## config.mk

```make
export PLATFORM = sky130hd
export DESIGN_NAME = coherence_control_flat
export DESIGN_NICKNAME = d
export VERILOG_FILES = /design/src/rtl/coherence_control_if.sv /design/src/rtl/coherence_control.sv /design/src/flat_wrapper.sv
export SDC_FILE = /design/constraint.sdc
export NUM_CORES = 1
export LEC_CHECK = 0
export BUFFER_PORTS_ARGS = -buffer_cell sky130_fd_sc_hd__clkbuf_2
export CORE_AREA = 2 2 194 196
export CTS_CLUSTER_SIZE = 10
export DETAILED_ROUTE_END_ITERATION = 12
export DIE_AREA = 0 0 196 198
export GPL_TIMING_DRIVEN = 0
export SYNTH_ARGS = -nofsm -noshare
export SYNTH_HDL_FRONTEND = slang
export SYNTH_SLANG_ARGS = --single-unit
export TNS_END_PERCENT = 10
```

## constraint.sdc

```tcl
create_clock -name CLK -period 2.56 [get_ports CLK]
set_input_delay 0.64 -clock CLK [delete_from_list [all_inputs] [get_ports CLK]]
set_output_delay 0.64 -clock CLK [all_outputs]
set_load 0.005 [all_outputs]
```

## src/rtl/coherence_control_if.sv

```systemverilog
// Bus between two cores' icache/dcache pairs, the coherence controller and the RAM model.
// Handshake: a requester holds REN/WEN (and address/data) steady until its wait line is
// low for exactly one cycle; that cycle completes one word and is the only cycle loads are valid.
interface coherence_control_if #(
  parameter int CPUS   = 2,
  parameter int WORD_W = 32
);
  logic [CPUS-1:0]             iREN, iwait;
  logic [CPUS-1:0][WORD_W-1:0] iaddr, iload;
  logic [CPUS-1:0]             dREN, dWEN, dwait;
  logic [CPUS-1:0][WORD_W-1:0] daddr, dstore, dload;
  logic [CPUS-1:0]             cctrans, ccwrite, ccwait, ccinv;
  logic [CPUS-1:0][WORD_W-1:0] ccsnoopaddr;
  logic                        ramREN, ramWEN;
  logic [WORD_W-1:0]           ramaddr, ramstore, ramload;
  logic [1:0]                  ramstate;

  modport slave (
    input  iREN, iaddr, dREN, dWEN, daddr, dstore, cctrans, ccwrite, ramload, ramstate,
    output iwait, iload, dwait, dload, ccwait, ccinv, ccsnoopaddr,
           ramREN, ramWEN, ramaddr, ramstore
  );

  modport master (
    output iREN, iaddr, dREN, dWEN, daddr, dstore, cctrans, ccwrite, ramload, ramstate,
    input  iwait, iload, dwait, dload, ccwait, ccinv, ccsnoopaddr,
           ramREN, ramWEN, ramaddr, ramstore
  );
endinterface

```

## src/rtl/coherence_control.sv

```systemverilog
// Two-core coherence controller: arbitrates icache fetches, dcache writebacks and snooped
// dcache transactions onto a single RAM port, with cache-to-cache forwarding of dirty data.
module coherence_control #(
  parameter int CPUS   = 2,
  parameter int WORD_W = 32
) (
  input  logic               CLK,
  input  logic               nRST,
  coherence_control_if.slave ccif,
  output logic [2:0]         dbg_state
);

  typedef enum logic [2:0] {
    IDLE   = 3'd0,
    IFETCH = 3'd1,
    DWB    = 3'd2,
    SNOOP  = 3'd3,
    C2C    = 3'd4,
    MEMRD  = 3'd5
  } state_t;

  localparam logic [1:0] RAM_ACCESS = 2'b10;

  state_t state, next;
  logic   g, g_next;
  logic   d_rr, d_rr_next;
  logic   i_rr, i_rr_next;
  logic   s;
  logic   access;

  assign s         = ~g;
  assign access    = (ccif.ramstate == RAM_ACCESS);
  assign dbg_state = state;

  // Lone requester wins outright; on a tie the round-robin pointer decides.
  function automatic logic pick(input logic [CPUS-1:0] req, input logic ptr);
    if (&req) pick = ptr;
    else      pick = req[1];
  endfunction

  always_ff @(posedge CLK or negedge nRST) begin
    if (!nRST) begin
      state <= IDLE;
      g     <= 1'b0;
      d_rr  <= 1'b0;
      i_rr  <= 1'b0;
    end else begin
      state <= next;
      g     <= g_next;
      d_rr  <= d_rr_next;
      i_rr  <= i_rr_next;
    end
  end

  always_comb begin
    ccif.iwait       = '1;
    ccif.dwait       = '1;
    ccif.ccwait      = '0;
    ccif.ccinv       = '0;
    ccif.iload       = '0;
    ccif.dload       = '0;
    ccif.ccsnoopaddr = '0;
    ccif.ramREN      = 1'b0;
    ccif.ramWEN      = 1'b0;
    ccif.ramaddr     = '0;
    ccif.ramstore    = '0;
    next      = state;
    g_next    = g;
    d_rr_next = d_rr;
    i_rr_next = i_rr;

    case (state)
      IDLE: begin
        // Coherent traffic and writebacks share the d pointer; fetches use their own.
        if (|ccif.cctrans) begin
          g_next    = pick(ccif.cctrans, d_rr);
          d_rr_next = ~g_next;
          next      = SNOOP;
        end else if (|ccif.dWEN) begin
          g_next    = pick(ccif.dWEN, d_rr);
          d_rr_next = ~g_next;
          next      = DWB;
        end else if (|ccif.iREN) begin
          g_next    = pick(ccif.iREN, i_rr);
          i_rr_next = ~g_next;
          next      = IFETCH;
        end
      end

      IFETCH: begin
        ccif.ramREN  = 1'b1;
        ccif.ramaddr = ccif.iaddr[g];
        if (access) begin
          ccif.iwait[g] = 1'b0;
          ccif.iload[g] = ccif.ramload;
          next          = IDLE;
        end
      end

      DWB: begin
        ccif.ramWEN   = 1'b1;
        ccif.ramaddr  = ccif.daddr[g];
        ccif.ramstore = ccif.dstore[g];
        if (access) begin
          ccif.dwait[g] = 1'b0;
          next          = IDLE;
        end
      end

      SNOOP: begin
        ccif.ccwait[s]      = 1'b1;
        ccif.ccsnoopaddr[s] = ccif.daddr[g];
        ccif.ccinv[s]       = ccif.ccwrite[g];
        // The snooped core's cctrans here is only a response, never a new request.
        if (!ccif.cctrans[g])  next = IDLE;
        else if (ccif.dWEN[s]) next = C2C;
        else if (ccif.dREN[g]) next = MEMRD;
      end

      C2C: begin
        ccif.ccwait[s] = 1'b1;
        ccif.ramWEN    = 1'b1;
        ccif.ramaddr   = ccif.daddr[s];
        ccif.ramstore  = ccif.dstore[s];
        if (access) begin
          ccif.dwait[s] = 1'b0;
          ccif.dload[g] = ccif.dstore[s];
          if (ccif.dREN[g]) ccif.dwait[g] = 1'b0;
          next = SNOOP;
        end
      end

      MEMRD: begin
        ccif.ccwait[s] = 1'b1;
        ccif.ramREN    = 1'b1;
        ccif.ramaddr   = ccif.daddr[g];
        if (access) begin
          ccif.dwait[g] = 1'b0;
          ccif.dload[g] = ccif.ramload;
          next          = SNOOP;
        end
      end

      default: next = IDLE;
    endcase
  end

endmodule

```

## src/flat_wrapper.sv

```systemverilog
// flat-port wrapper written by rule: the top's interface ports become plain ports
module coherence_control_flat 
#(
  parameter int CPUS   = 2,
  parameter int WORD_W = 32
)
  (CLK, nRST, dbg_state, ccif_iREN, ccif_iaddr, ccif_dREN, ccif_dWEN, ccif_daddr, ccif_dstore, ccif_cctrans, ccif_ccwrite, ccif_ramload, ccif_ramstate, ccif_iwait, ccif_iload, ccif_dwait, ccif_dload, ccif_ccwait, ccif_ccinv, ccif_ccsnoopaddr, ccif_ramREN, ccif_ramWEN, ccif_ramaddr, ccif_ramstore);
  coherence_control_if #(.CPUS(CPUS), .WORD_W(WORD_W)) ccif_i ();
  input  logic CLK;
  input  logic nRST;
  output logic [2:0] dbg_state;
  input wire logic [$bits(ccif_i.iREN)-1:0] ccif_iREN;
  input wire logic [$bits(ccif_i.iaddr)-1:0] ccif_iaddr;
  input wire logic [$bits(ccif_i.dREN)-1:0] ccif_dREN;
  input wire logic [$bits(ccif_i.dWEN)-1:0] ccif_dWEN;
  input wire logic [$bits(ccif_i.daddr)-1:0] ccif_daddr;
  input wire logic [$bits(ccif_i.dstore)-1:0] ccif_dstore;
  input wire logic [$bits(ccif_i.cctrans)-1:0] ccif_cctrans;
  input wire logic [$bits(ccif_i.ccwrite)-1:0] ccif_ccwrite;
  input wire logic [$bits(ccif_i.ramload)-1:0] ccif_ramload;
  input wire logic [$bits(ccif_i.ramstate)-1:0] ccif_ramstate;
  output wire logic [$bits(ccif_i.iwait)-1:0] ccif_iwait;
  output wire logic [$bits(ccif_i.iload)-1:0] ccif_iload;
  output wire logic [$bits(ccif_i.dwait)-1:0] ccif_dwait;
  output wire logic [$bits(ccif_i.dload)-1:0] ccif_dload;
  output wire logic [$bits(ccif_i.ccwait)-1:0] ccif_ccwait;
  output wire logic [$bits(ccif_i.ccinv)-1:0] ccif_ccinv;
  output wire logic [$bits(ccif_i.ccsnoopaddr)-1:0] ccif_ccsnoopaddr;
  output wire logic [$bits(ccif_i.ramREN)-1:0] ccif_ramREN;
  output wire logic [$bits(ccif_i.ramWEN)-1:0] ccif_ramWEN;
  output wire logic [$bits(ccif_i.ramaddr)-1:0] ccif_ramaddr;
  output wire logic [$bits(ccif_i.ramstore)-1:0] ccif_ramstore;
  assign ccif_i.iREN = ccif_iREN;
  assign ccif_i.iaddr = ccif_iaddr;
  assign ccif_i.dREN = ccif_dREN;
  assign ccif_i.dWEN = ccif_dWEN;
  assign ccif_i.daddr = ccif_daddr;
  assign ccif_i.dstore = ccif_dstore;
  assign ccif_i.cctrans = ccif_cctrans;
  assign ccif_i.ccwrite = ccif_ccwrite;
  assign ccif_i.ramload = ccif_ramload;
  assign ccif_i.ramstate = ccif_ramstate;
  assign ccif_iwait = ccif_i.iwait;
  assign ccif_iload = ccif_i.iload;
  assign ccif_dwait = ccif_i.dwait;
  assign ccif_dload = ccif_i.dload;
  assign ccif_ccwait = ccif_i.ccwait;
  assign ccif_ccinv = ccif_i.ccinv;
  assign ccif_ccsnoopaddr = ccif_i.ccsnoopaddr;
  assign ccif_ramREN = ccif_i.ramREN;
  assign ccif_ramWEN = ccif_i.ramWEN;
  assign ccif_ramaddr = ccif_i.ramaddr;
  assign ccif_ramstore = ccif_i.ramstore;
  coherence_control #(.CPUS(CPUS), .WORD_W(WORD_W)) u_core (.CLK(CLK), .nRST(nRST), .ccif(ccif_i), .dbg_state(dbg_state));
endmodule
```

==> metrics.txt, run 1 <==
clock sinks 6; row cnt 71; routed vias 8548; H-Tree Level Count 1; crit path launch u_core.g; Critical Path AT 2.13 ns; Max FO, Critical Path 10; Synth Area per Inst 6.53 µm²; largest net degree at the start of global routing 11; Leak 4.64 nW; Setup WS post-layout -0.215 ns; Routed Wire Length 41300 µm; worst slew pin tran about 0.7 ns; period utilization 108%; RR Startpoint u_core.dbg_state[1]; CTS tree yes; cts bufs inserted 3; die height 198 µm; CTS Root Buffer Type clkbuf_16; ANT nets after route 0; failing checks setup timing; Layout area overhead 115%; Worst Setup EP ccif_ramaddr[7]; Initial Util 11.9%; n_diodes 0; final core occ 25.6%; post-synthesis sequential area ratio 3.41%; residual DRC count 0; Die ar. 0.0388 mm²; FMAX 360 MHz; Iteration-0 DRC Markers 567; antenna violations before repair 1; top post-synthesis cells by area a221oi_1 (23%), and2_1 (12%), a221oi_2 (8.2%); Distinct cells, synth 43; placer congestion estimate about 0.96; Placement Cell Area around 0.0075 mm²; cell area after synthesis 0.00440 mm²; Multi-input gate area 0.00457 mm²; Synth Net Count 911; peak supply drop roughly 0.0004 V; setup tns final -8.36 ns; Fin Clk Skew 0.00106 ns; clock-pin slew on the worst setup and hold paths 0.03 ns; GRT Residual Overflow 0; most frequent cells after synthesis a221oi_1 (113), and2_1 (84), nand2_1 (63); max_cap viols 0; design area 0.00947 mm²; r2r worst-path depth 7; dpl hpwl around 31000 µm; most used flip-flop cell after synthesis dfrtp_1; Syn. warnings 0; FILL cells 4062; setup repair after global routing missed its margin yes; Slew headroom 54.0%; Nets 1460; count leader, synth a221oi_1; cts hold-fix bufs 0; asr flop ratio synth 100%; CTS max path bufs 2; buffers added on ports 506; Startpoint Class register; Final min period 2.77 ns; Worst R2R Setup Slack 0.62 ns; EDFF count, synth 0; clock latency on the worst-skew pair 0.22 ns; Final Hold Viols 0; crit end category output pin; vias per cell 5.05; Worst R2R End u_core.i_rr; storage element area roughly 150 µm²; Synth top area share between 20% and 30%; Setup Crit Path Kind reg2out; first-pass iteration count of the detailed router 5; status finished with violations; Post-Syn Instances 673; Die Width about 200 µm; flops & latches, synth 6; Max Slew Vio Count 0; first-pass GRT wire length ~55000 µm; pwr/cell area 962 mW/mm²; Worst Hold Class in2async; GRT Overall Usage a little under a fifth; required time of the critical path approximately 1.9 ns; vias in the first global route 7979; share of post-route cells with drive strength above 1 63.6%; DR WL/cell 24.4 µm; leading area contributor after synthesis a221oi_1; Core Footprint 0.0370 mm²; I/O pin count approximately 510; Final Setup Violations 132
[metrics by stage]
step	hold WS [ns]	worst slack (ns)	power [mW]	std cells
after floorplan	0.344	0.187	3.64	673
after global placement	0.481	-1.07	6.62	1653
after detailed placement	0.484	-1.08	6.69	1653
after CTS	0.252	-0.165	8.34	1685
after global routing	0.265	-0.290	9.65	1694
final	0.248	-0.215	9.10	1694
[cells by family (layout without fill, tap and decap cells)]
kind of cell,after synthesis,after routing,share of synthesized area (%)
AOI/OAI and AO/OA,271,271,51.8
and+or+nand+nor,260,260,30.6
buffers and inverters,127,674,12.1
muxes,9,9,2.05
DFF,6,6,3.41
[final cells by class]
| type | count | share of cell area, % |
|---|---|---|
| buffer | 75 | 8.83 |
| multi-input combinational | 540 | 48.3 |
| clock buffer | 3 | 0.793 |
| timing repair buffer | 546 | 32.2 |
| inverter | 50 | 2.04 |
| tap | 474 | 6.27 |
| sequential | 6 | 1.63 |
[worst min-delay path by stage]
stage	from	slack (ns)	endpoint	depth (start not counted)
5_1_grt	nRST	0.27	u_core.i_rr	1
3_3_place_gp	nRST	0.48	u_core.i_rr	1
2_1_floorplan	nRST	0.34	u_core.d_rr	0
4_1_cts	nRST	0.25	u_core.i_rr	1
3_5_place_dp	u_core.i_rr	0.48	u_core.i_rr	1
6_report	nRST	0.25	u_core.dbg_state[2]	1
[layout by cell type, fill, tap and decap left out, types with 4 or more instances in the layout]
cell type / Yosys / final
nand2_4: 0 / 4
o21a_1: 23 / 23
buf_2: 26 / 52
a221oi_1: 113 / 54
mux2i_1: 9 / 9
a22o_1: 31 / 29
clkbuf_8: 0 / 4
nor3_1: 50 / 43
clkbuf_4: 0 / 9
a221oi_2: 24 / 69
nor2_1: 38 / 29
clkbuf_16: 0 / 7
o22ai_1: 8 / 8
nor2_2: 1 / 5
buf_8: 0 / 8
clkbuf_2: 0 / 471
a21oi_1: 32 / 20
nor3_2: 2 / 7
nand2_2: 0 / 10
inv_1: 49 / 49
and2_1: 84 / 83
buf_12: 0 / 21
buf_6: 1 / 15
a22oi_1: 9 / 7
nor2_4: 0 / 5
a221oi_4: 0 / 14
nand2_1: 63 / 49
o21ai_0: 6 / 4
a31oi_1: 16 / 13
a21oi_2: 0 / 12
buf_4: 4 / 32
[layer usage]
layer | vias up | global-route usage [%] | wire length (µm)
met3 | 95 | 2.86 | 3080
met4 | 2 | 7.18 | 1430
met1 | 4138 | 23.5 | 16700
li1 | 3728 | - | -
met2 | 585 | 33.8 | 20200
met5 | - | 0 | 13
[flip-flops by register name (all words and copies together) (netlist names)]
signal            cells
u_core.dbg_state      3
u_core.d_rr           1
u_core.i_rr           1
u_core.g              1
[power by group]
| group | internal [mW] | switching, mW |
|---|---|---|
| registers | 0.146 | 0.0554 |
| clock network | 0.200 | 0.0476 |
| logic | 3.71 | 4.94 |
| total | 4.06 | 5.04 |
[what timing repair did]
item                                    in CTS  in global routing
endpoints found under the setup margin     265                229
pin swaps                                   33                 33
buffers inserted                            27                  7
gates resized for setup                    250                156
gates cloned                                 3                  3
[worst max-delay path, cell delays in order (launching register included)]
cell and delay, ns:
dfrtp_2 0.36, buf_12 0.13, buf_4 0.22, clkbuf_2 0.45
a221oi_2 0.09, o21a_1 0.21, a221oi_2 0.25, buf_2 0.18
Power figures use the tool's default switching activity.
==> run 2, diff against run 1 <==
--- a/config.mk
+++ b/config.mk
@@ -6,11 +6,15 @@
 export NUM_CORES = 1
 export LEC_CHECK = 0
 export BUFFER_PORTS_ARGS = -buffer_cell sky130_fd_sc_hd__clkbuf_2
-export CORE_AREA = 2 2 194 196
+export CAP_MARGIN = 10
+export CELL_PAD_IN_SITES_DETAIL_PLACEMENT = 0
+export CELL_PAD_IN_SITES_GLOBAL_PLACEMENT = 1
+export CORE_AREA = 2 2 198 200
 export CTS_CLUSTER_SIZE = 10
 export DETAILED_ROUTE_END_ITERATION = 12
-export DIE_AREA = 0 0 196 198
+export DIE_AREA = 0 0 200 202
 export GPL_TIMING_DRIVEN = 0
+export PLACE_DENSITY_LB_ADDON = 0.1
 export SYNTH_ARGS = -nofsm -noshare
 export SYNTH_HDL_FRONTEND = slang
 export SYNTH_SLANG_ARGS = --single-unit
==> metrics.txt, run 2 (same netlist as run 1, synthesis figures left out) <==
die height 202 µm (was 198 µm); setup repair after global routing missed its margin yes (unchanged); most frequent cells in the layout clkbuf_2 (479), and2_1 (83), a221oi_1 (68) (was clkbuf_2 (471), and2_1 (83), a221oi_2 (69)); placer congestion estimate 0.814 (was 0.957); Nets 1453 (was 1460); Layout area overhead 106% (was 115%); Leak 4.49 nW (was 4.64 nW); antenna violations before repair 5 (was 1); Worst Setup EP ccif_ramaddr[6] (was ccif_ramaddr[7]); Startpoint Class register (unchanged); GRT met1 Usage 21.6% (was 23.5%); row cnt 72 (was 71); Worst R2R End u_core.i_rr (unchanged); cts bufs inserted 3 (unchanged); H-Tree Level Count 1 (unchanged); GRT Residual Overflow 0 (unchanged); CTS Root Buffer Type clkbuf_16 (unchanged); Final Non-Filler Cells 1733 (was 1694); clock sinks 6 (unchanged); CTS tree yes (unchanged); required time of the critical path 1.92 ns (about the same); status finished with violations (unchanged); max_cap viols 0 (unchanged); residual DRC count 0 (unchanged); first-pass iteration count of the detailed router 5 (unchanged); Worst Hold Class in2async (unchanged); clock latency on the worst-skew pair 0.23 ns (was 0.22 ns); GR Util met2 35.6% (was 33.8%); dpl hpwl 34100 µm (was 31500 µm); vias per cell 4.56 (was 5.05); Setup WS post-layout -0.174 ns (was -0.215 ns); worst slew pin tran 0.655 ns (was 0.685 ns); Max FO, Critical Path 6 (was 10); share of post-route cells with drive strength above 1 59.9% (was 63.6%); cts hold-fix bufs 0 (unchanged); ANT nets after route 0 (unchanged); met3 Use GR 4.29% (was 2.86%); Critical Path AT 2.09 ns (was 2.13 ns); Iteration-0 DRC Markers 326 (was 567); Fin Clk Skew 0.00560 ns (was 0.00106 ns); I/O pin count 507 (unchanged); pwr/cell area 906 mW/mm² (was 962 mW/mm²); Placed Instances 1697 (was 1653); vias in the first global route 7951 (was 7979); crit path launch u_core.dbg_state[1] (was u_core.g); clock-pin slew on the worst setup and hold paths 0.04 ns (was 0.03 ns); storage element area 154 µm² (unchanged); period utilization 107% (was 108%); CTS max path bufs 2 (unchanged); setup tns final -5.89 ns (was -8.36 ns); Initial Util 11.5% (was 11.9%); Largest register FFs 3 (unchanged); Final min period 2.73 ns (was 2.77 ns); RR Startpoint u_core.dbg_state[1] (unchanged); r2r worst-path depth 6 (was 7); Die Width 200 µm (was 196 µm); Multi-input gate area 0.00424 mm² (was 0.00457 mm²); Die ar. 0.0404 mm² (was 0.0388 mm²); failing checks setup timing (unchanged); gr busiest metal met2 (unchanged); GRT Overall Usage 18.8% (was 19.2%); Slew headroom 56.0% (was 54.0%); Final Setup Violations 80 (was 132); Setup Crit Path Kind reg2out (unchanged); Max Slew Vio Count 0 (unchanged); commonest non-fill, non-tap cell in the layout clkbuf_2 (unchanged); largest net degree at the start of global routing 11 (unchanged); routed vias 7898 (was 8548); peak supply drop 0.000289 V (was 0.000402 V); DR WL/cell 23.6 µm (was 24.4 µm); Final Hold Viols 0 (unchanged); Fin Hold WS 0.244 ns (was 0.248 ns); Core Footprint 0.0383 mm² (was 0.0370 mm²); buffers added on ports 506 (unchanged); first-pass GRT wire length 55800 µm (was 54800 µm); FILL cells 4405 (was 4062); crit end category output pin (unchanged); final core occ 23.6% (was 25.6%); Routed Wire Length 40800 µm (was 41300 µm); Worst R2R Setup Slack 0.69 ns (was 0.62 ns); FMAX 366 MHz (was 360 MHz)
## run 2: through the flow
step	cell area (µm²)	total power, mW	setup slack [ns]
final	9050	8.20	-0.174
after CTS	8720	8.13	-0.166
after global placement	7580	6.64	-1.02
after detailed placement	7580	6.60	-1.03
after global routing	9050	8.88	-0.257
after floorplan	4400	3.64	0.187
## run 2: report_power, final
| part | switching, mW | internal (mW) | leakage [nW] |
|---|---|---|---|
| Sequential | 0.0818 | 0.146 | 0.0716 |
| Clock | 0.0496 | 0.200 | 0.0370 |
| Combinational | 4.36 | 3.37 | 4.38 |
## run 2: how the worst min path moves through the flow
stage,cells past startpoint,from,to
5_1_grt,1,nRST,u_core.i_rr
6_report,1,nRST,u_core.i_rr
4_1_cts,1,nRST,u_core.i_rr
2_1_floorplan,0,nRST,u_core.d_rr
3_3_place_gp,1,nRST,u_core.i_rr
3_5_place_dp,1,u_core.i_rr,u_core.i_rr
## run 2: critical path: stages, from the launching register on
cell and delay (ns):
dfrtp_2 0.43, buf_6 0.15, nor3b_4 0.22, buf_6 0.19
buf_12 0.12, buf_16 0.12, a221oi_2 0.08, o21a_1 0.21
a221oi_2 0.18, buf_2 0.16
## run 2: cell type report
class | instances | area share (%)
multi-input cells | 540 | 46.9
repair buffers | 540 | 32.8
plain buffers | 74 | 8.45
well taps | 518 | 7.16
inverters | 50 | 2.13
flip-flops and latches | 6 | 1.70
clock buffers | 3 | 0.830
diodes | 2 | 0.0553
## run 2: layer usage
metal	wire, µm	vias to the layer above
met5	35	-
met3	3030	32
met1	16000	3807
met2	21100	336
li1	-	3717
met4	631	6
## run 2: what timing repair did
item	4_1_cts	5_1_grt
resized for setup	216	95
cloned	4	1
buffers inserted	23	7
pin swaps	31	35
setup endpoints to repair	265	242
